===== src/rtl/imm_gen_pkg.sv =====
// Shared opcode constants, immediate-format and skid-state encodings.
// Latency: n/a (types and constants only).
// Backpressure: n/a.
package imm_gen_pkg;

  localparam logic [6:0] OPC_LOAD    = 7'b0000011;
  localparam logic [6:0] OPC_OPIMM   = 7'b0010011;
  localparam logic [6:0] OPC_OPIMM32 = 7'b0011011;
  localparam logic [6:0] OPC_STORE   = 7'b0100011;
  localparam logic [6:0] OPC_BRANCH  = 7'b1100011;
  localparam logic [6:0] OPC_JAL     = 7'b1101111;
  localparam logic [6:0] OPC_JALR    = 7'b1100111;
  localparam logic [6:0] OPC_LUI     = 7'b0110111;
  localparam logic [6:0] OPC_AUIPC   = 7'b0010111;
  localparam logic [6:0] OPC_SYSTEM  = 7'b1110011;

  typedef enum logic [2:0] {
    FMT_NONE  = 3'd0,
    FMT_I     = 3'd1,
    FMT_S     = 3'd2,
    FMT_B     = 3'd3,
    FMT_J     = 3'd4,
    FMT_U     = 3'd5,
    FMT_SHAMT = 3'd6,
    FMT_ZIMM  = 3'd7
  } imm_fmt_e;

  typedef enum logic [1:0] {
    ST_EMPTY = 2'd0,
    ST_ONE   = 2'd1,
    ST_TWO   = 2'd2
  } skid_state_e;

  // fmt (3 bits) + illegal (1 bit) appended below the XLEN-wide immediate
  localparam int ENTRY_META_W = 4;

endpackage


===== src/rtl/imm_decode.sv =====
// Combinational RISC-V immediate decoder: instruction word -> {imm, fmt, illegal}.
// Latency: 0 cycles (pure combinational).
// Backpressure: none; the enclosing pipeline owns all flow control.
module imm_decode
  import imm_gen_pkg::*;
#(
  parameter int XLEN = 32
) (
  input  logic [31:0]                   in_inst,
  output logic [XLEN+ENTRY_META_W-1:0]  entry
);

  typedef struct packed {
    logic [XLEN-1:0] imm;
    imm_fmt_e        fmt;
    logic            illegal;
  } imm_entry_t;

  imm_entry_t res;
  logic [6:0] opc;
  logic [2:0] f3;
  logic       is_shift;
  logic       legal;

  assign opc      = in_inst[6:0];
  assign f3       = in_inst[14:12];
  assign is_shift = (f3 == 3'b001) || (f3 == 3'b101);

  // Sign-extend a 32-bit value from bit 31; XLEN-31 is always >= 1.
  function automatic logic [XLEN-1:0] sext32(input logic [31:0] v);
    return {{(XLEN-31){v[31]}}, v[30:0]};
  endfunction

  function automatic logic [XLEN-1:0] zext6(input logic [5:0] v);
    return {{(XLEN-6){1'b0}}, v};
  endfunction

  // Opcode-driven format selection; every illegal outcome collapses to NONE/0.
  always_comb begin
    res.imm     = '0;
    res.fmt     = FMT_NONE;
    res.illegal = 1'b0;
    legal       = 1'b1;
    case (opc)
      OPC_LOAD, OPC_JALR: begin
        res.fmt = FMT_I;
        res.imm = sext32({{20{in_inst[31]}}, in_inst[31:20]});
      end
      OPC_OPIMM, OPC_OPIMM32: begin
        if (opc == OPC_OPIMM32 && XLEN == 32) begin
          legal = 1'b0;
        end else if (is_shift) begin
          res.fmt = FMT_SHAMT;
          if (opc == OPC_OPIMM && XLEN == 64) begin
            res.imm = zext6(in_inst[25:20]);
            legal   = (in_inst[31:26] == 6'b000000) || (in_inst[31:26] == 6'b010000);
          end else begin
            // RV32 shifts and the word-sized shifts carry a 5-bit shamt
            res.imm = zext6({1'b0, in_inst[24:20]});
            legal   = (in_inst[31:25] == 7'b0000000) || (in_inst[31:25] == 7'b0100000);
          end
          // Left shifts have no arithmetic variant
          if (f3 == 3'b001 && in_inst[30]) begin
            legal = 1'b0;
          end
        end else begin
          res.fmt = FMT_I;
          res.imm = sext32({{20{in_inst[31]}}, in_inst[31:20]});
        end
      end
      OPC_STORE: begin
        res.fmt = FMT_S;
        res.imm = sext32({{20{in_inst[31]}}, in_inst[31:25], in_inst[11:7]});
      end
      OPC_BRANCH: begin
        res.fmt = FMT_B;
        res.imm = sext32({{19{in_inst[31]}}, in_inst[31], in_inst[7], in_inst[30:25],
                          in_inst[11:8], 1'b0});
      end
      OPC_JAL: begin
        res.fmt = FMT_J;
        res.imm = sext32({{11{in_inst[31]}}, in_inst[31], in_inst[19:12], in_inst[20],
                          in_inst[30:21], 1'b0});
      end
      OPC_LUI, OPC_AUIPC: begin
        res.fmt = FMT_U;
        res.imm = sext32({in_inst[31:12], 12'b0});
      end
      OPC_SYSTEM: begin
        if (f3[2]) begin
          res.fmt = FMT_ZIMM;
          res.imm = zext6({1'b0, in_inst[19:15]});
        end else begin
          legal = 1'b0;
        end
      end
      default: legal = 1'b0;
    endcase
    if (!legal) begin
      res.imm     = '0;
      res.fmt     = FMT_NONE;
      res.illegal = 1'b1;
    end
  end

  assign entry = res;

endmodule


===== src/rtl/imm_gen_pipe.sv =====
// Pipelined immediate generator with valid/ready on both sides and a 2-entry skid.
// Latency: 1 cycle from accept to out_valid when the output register is free or draining.
// Backpressure: registered in_ready drops once output reg and skid are both full.
module imm_gen_pipe
  import imm_gen_pkg::*;
#(
  parameter int XLEN  = 32,
  parameter int CNT_W = 16
) (
  input  logic             clk,
  input  logic             rst_n,
  input  logic             flush,
  input  logic             in_valid,
  output logic             in_ready,
  input  logic [31:0]      in_inst,
  output logic             out_valid,
  input  logic             out_ready,
  output logic [XLEN-1:0]  out_imm,
  output logic [2:0]       out_fmt,
  output logic             out_illegal,
  output logic [CNT_W-1:0] illegal_cnt
);

  if (XLEN != 32 && XLEN != 64) begin : g_bad_xlen
    $error("imm_gen_pipe: XLEN must be 32 or 64");
  end

  typedef struct packed {
    logic [XLEN-1:0] imm;
    imm_fmt_e        fmt;
    logic            illegal;
  } imm_entry_t;

  logic [XLEN+ENTRY_META_W-1:0] dec_vec;
  imm_entry_t  dec_ent;
  imm_entry_t  out_q;
  imm_entry_t  skid_q;
  skid_state_e state_q;
  skid_state_e state_d;
  logic        ready_q;
  logic [CNT_W-1:0] cnt_q;
  logic        accept;
  logic        deliver;
  logic        load_out_in;
  logic        load_out_skid;
  logic        load_skid;

  imm_decode #(.XLEN(XLEN)) u_decode (
    .in_inst (in_inst),
    .entry   (dec_vec)
  );

  assign dec_ent   = dec_vec;
  assign out_valid = (state_q != ST_EMPTY);
  assign accept    = in_valid && ready_q;
  assign deliver   = out_valid && out_ready;

  // Next-state and load-enable decode for the skid FSM; flush wins over accept.
  always_comb begin
    state_d       = state_q;
    load_out_in   = 1'b0;
    load_out_skid = 1'b0;
    load_skid     = 1'b0;
    case (state_q)
      ST_EMPTY: begin
        if (accept) begin
          state_d     = ST_ONE;
          load_out_in = 1'b1;
        end
      end
      ST_ONE: begin
        if (accept && !deliver) begin
          state_d   = ST_TWO;
          load_skid = 1'b1;
        end else if (!accept && deliver) begin
          state_d = ST_EMPTY;
        end else if (accept && deliver) begin
          load_out_in = 1'b1;
        end
      end
      ST_TWO: begin
        if (deliver) begin
          state_d       = ST_ONE;
          load_out_skid = 1'b1;
        end
      end
      default: state_d = ST_EMPTY;
    endcase
    if (flush) begin
      state_d       = ST_EMPTY;
      load_out_in   = 1'b0;
      load_out_skid = 1'b0;
      load_skid     = 1'b0;
    end
  end

  // State register and registered in_ready (free unless both slots will be full).
  always_ff @(posedge clk or negedge rst_n) begin
    if (!rst_n) begin
      state_q <= ST_EMPTY;
      ready_q <= 1'b1;
    end else begin
      state_q <= state_d;
      ready_q <= (state_d != ST_TWO);
    end
  end

  // Output and skid data registers; output only reloads when empty or draining.
  always_ff @(posedge clk or negedge rst_n) begin
    if (!rst_n) begin
      out_q  <= '0;
      skid_q <= '0;
    end else begin
      if (load_out_in) begin
        out_q <= dec_ent;
      end else if (load_out_skid) begin
        out_q <= skid_q;
      end
      if (load_skid) begin
        skid_q <= dec_ent;
      end
    end
  end

  // Saturating count of illegal entries handed downstream; survives flush.
  always_ff @(posedge clk or negedge rst_n) begin
    if (!rst_n) begin
      cnt_q <= '0;
    end else if (deliver && out_q.illegal && (cnt_q != {CNT_W{1'b1}})) begin
      cnt_q <= cnt_q + 1'b1;
    end
  end

  assign in_ready    = ready_q;
  assign out_imm     = out_q.imm;
  assign out_fmt     = out_q.fmt;
  assign out_illegal = out_q.illegal;
  assign illegal_cnt = cnt_q;

endmodule


===== config.mk =====
export PLATFORM = sky130hd
export DESIGN_NAME = imm_gen_pipe
export DESIGN_NICKNAME = d
export VERILOG_FILES = /design/src/rtl/imm_gen_pkg.sv /design/src/rtl/imm_decode.sv /design/src/rtl/imm_gen_pipe.sv
export SDC_FILE = /design/constraint.sdc
export NUM_CORES = 1
export LEC_CHECK = 0
export ABC_AREA = 1
export CAP_MARGIN = 20
export CORE_ASPECT_RATIO = 1.2
export CORE_UTILIZATION = 30
export CTS_CLUSTER_SIZE = 28
export DETAILED_ROUTE_END_ITERATION = 10
export SYNTH_ARGS = -nofsm -noshare
export SYNTH_HDL_FRONTEND = slang
export SYNTH_SLANG_ARGS = --single-unit

===== constraint.sdc =====
create_clock -name clk -period 2.08 [get_ports clk]
set_input_delay 0.416 -clock clk [delete_from_list [all_inputs] [get_ports clk]]
set_output_delay 0.416 -clock clk [all_outputs]
set_load 0.1 [all_outputs]

==> metrics.md <==
| Metric | Value |
|---|---|
| Hold path cells | 2 |
| Post-CTS setup buffer count | 0 |
| Critical path class | in -> reg |
| CTS tree | done |
| Setup violators final | 0 |
| Die Ht | 147 um |
| Setup ws final | 0.253 ns |
| Initial DRT Pass Iterations | 4 |
| Slew of the pin with the lowest slew margin | 0.512 ns |
| Critical path's most frequent cell | nand2_1 |
| Initial antenna violation count | 0 |
| Clock root buffer | clkbuf_16 |
| Min-Delay Path Class | reg -> reg |
| Vias | 4983 |
| Die area | 18000 um^2 |
| Normalized max-slew margin | 65.6% |
| Post-synth EDFFs | 0 |
| Final HPWL DP | 10900 um |
| Post-Route WL | 14700 um |
| CORE AREA | 17000 um^2 |
| Global route total overflow | 0 |
| FP Rows | 52 |
| CP delay by family, top | buffers and inverters |
| Leakage Power | 3.78 nW |
| CTS Buffer Depth | 2 |
| Syn Inst Count | 737 |
| Period minus WS final | 1.83 ns |
| R2R setup slack | 0.39 ns |
| R2r startpoint | illegal_cnt[0] |
| WL per Instance | 13.5 um |
| Multi-input logic area | 2450 um^2 |
| Crit path required time | 2.37 ns |
| Crit path launch type | input port |
| Die extent in x | 122 um |
| Overall Power | 0.00523 W |
| Status | complete, no violations |
| Fin Hold WS | 0.479 ns |
| Cell taking the most area after synthesis | dfrtp_1 |
| Area Growth Syn to Fin | 33.5% |
| Worst min-delay path startpoint | skid_q[6] |
| CTS Buf Count | 9 |
| CP cell instances | clkdlybuf4s50_1 > inv_2 > nand2_1 > buf_4 > nor3_1 > buf_4 > nand2_1 > o21ai_0 > inv_1 > nand2_1 > nand3_1 > nand2_1 |
| CP max-delay cell | clkdlybuf4s50_1 |
| Num ports | 91 |
| Syn avg cell area | 7.09 um^2 |
| Placed Cells incl. Taps | 1072 |
| Final core occ | 41.1% |
| Aggregate global-route resource usage | 17.4% |
| Routability Congestion | 0.893 |
| Clock skew | 0.00763 ns |
| N_diodes | 0 |
| Share of cells above drive strength 1 | 21.4% |
| DRC Markers | 0 |
| H-Tree Depth | 3 |
| Syn. warnings | 0 |
| Area share of the largest cell type after synthesis | 43.1% |
| Max VDD drop | 0.000464 V |
| Top post-synthesis cells by count | nand2_1, dfrtp_1, nand3_1 |
| Main synth FF type | dfrtp_1 |
| Number of global-route vias before repair | 5004 |
| Starting density of the core | 30.8% |
| Count leader, synth | nand2_1 |
| Period utilization | 87.9% |
| Critical Path AT | 2.12 ns |
| First-pass GRT wire length | 24500 um |
| Largest net degree at the start of global routing | 38 |
| Final net count | 906 |
| Port buffer count | 90 |
| Clk_lat worst skew | 0.35 ns |
| Synth top area cells | dfrtp_1, nand2_1, nand3_1, inv_1, nor2_1 |
| FF-to-FF End | illegal_cnt[13] |
| Worst Setup End Kind | flip-flop |
| Post-route ant nets | 0 |
| Hold EP | skid_q[6] |
| Power per cell area | 749 nW/um^2 |
| Reg area | 2290 um^2 |
| #FFs+latches synth | 91 |
| RSZ-0062 raised after global routing | false |
| Layout Cells excl Fill | 1089 |
| Vias per cell | 4.58 |
| Post-Syn Area | 5230 um^2 |
| Hold Violations, Final | 0 |
| Crit path largest cell delay | 0.47 ns |
| FILL cells | 1766 |
| Buf/Inv on CP | 5 |
| Fmax | 547 MHz |
| DRT iter0 DRCs | 251 |
| Post-CTS resize count | 0 |
| Reg2reg path depth | 9 |
| CTS sink count | 91 |
| Pins over their slew limit | 0 |
| Pre-CTS setup slack | -0.0931 ns |
| FFs w/ async S/R, synth | 100% |
| Max FO, Critical Path | 4 |
| Synthesized Nets | 775 |
| Worst-path clk slew | 0.07 ns |
| Synth cell types | 31 |
| Max cap viols | 0 |
| Register area share after synthesis | 43.6% |
-- layout by cell type (no fill, tap or decap), types with 3 or more instances in the layout --
master	instances
buf_4	103
nor2_2	3
nor2_4	3
o21ai_0	7
nor2_1	52
buf_12	10
xnor2_1	5
o21ai_1	5
dfrtp_2	7
inv_1	74
nand2_2	5
clkbuf_16	9
nand2_1	298
nand3_1	86
a21oi_1	10
o21ai_2	20
nor3_1	10
nand4_1	11
xor2_1	5
inv_2	12
dfrtp_1	83
clkdlybuf4s50_1	35
-- area by class of cell --
type | count | share of cell area, %
multi-input cells | 531 | 35.1
flip-flops and latches | 91 | 32.8
repair buffers | 149 | 19.1
inverters | 86 | 4.63
well taps | 216 | 3.87
clock buffers | 12 | 3.68
clock inverters | 4 | 0.807
-- sequential cells by signal, indices dropped and copies added (netlist names) --
register / count
out_imm: 32
out_illegal: 1
state_q: 2
in_ready: 1
skid_q: 36
illegal_cnt: 16
out_fmt: 3
-- per-layer routing --
| metal | GRT usage (%) | wire [um] | vias up |
|---|---|---|---|
| met5 | 0 | 0 | - |
| met1 | 21.7 | 6590 | 2296 |
| met4 | 5.00 | 165 | 0 |
| met3 | 2.85 | 509 | 17 |
| li1 | - | - | 2564 |
| met2 | 30.5 | 7480 | 106 |
-- power by group --
group / internal, W / switching, W
Combinational: 0.000376 / 0.00110
Clock: 0.00101 / 0.000736
Sequential: 0.00190 / 0.000112
Total: 0.00328 / 0.00195
-- worst max-delay path by stage --
stage	startpoint	endpoint	depth (start not counted)
2_1_floorplan	illegal_cnt[14]	illegal_cnt[10]	7
3_3_place_gp	in_inst[1]	out_imm[1]	11
3_5_place_dp	in_inst[1]	out_imm[1]	11
4_1_cts	in_inst[1]	out_imm[1]	11
5_1_grt	in_inst[4]	out_imm[2]	12
6_report	in_inst[4]	out_imm[1]	12
-- logic make-up after synthesis --
logic type	count (synthesis)	share of synthesized area, %
and+or+nand+nor	476	39.2
buffers and inverters	115	9.48
DFF	91	43.6
AOI/OAI and AO/OA	44	5.80
xor gates and xnor gates	10	1.68
adders and majority gates	1	0.239
-- tightest hold or removal path: stages (launching register included) --
cell	delay, ns
dfrtp_1	0.34
nand2_1	0.05
nand2_1	0.05
-- stage by stage --
stage          setup TNS (ns)  cell area, um^2
6_report                    0             6980
5_1_grt                     0             6980
3_5_place_dp            -1.77             6660
2_1_floorplan               0             5230
4_1_cts                     0             6980
3_3_place_gp            -1.20             6660
-- repair_timing --
action / 4_1_cts / 5_1_grt
hold buffers: 1 / 0
endpoints found under the hold margin: 24 / 0
endpoints found under the setup margin: 0 / 0
Power figures use the tool's default switching activity.
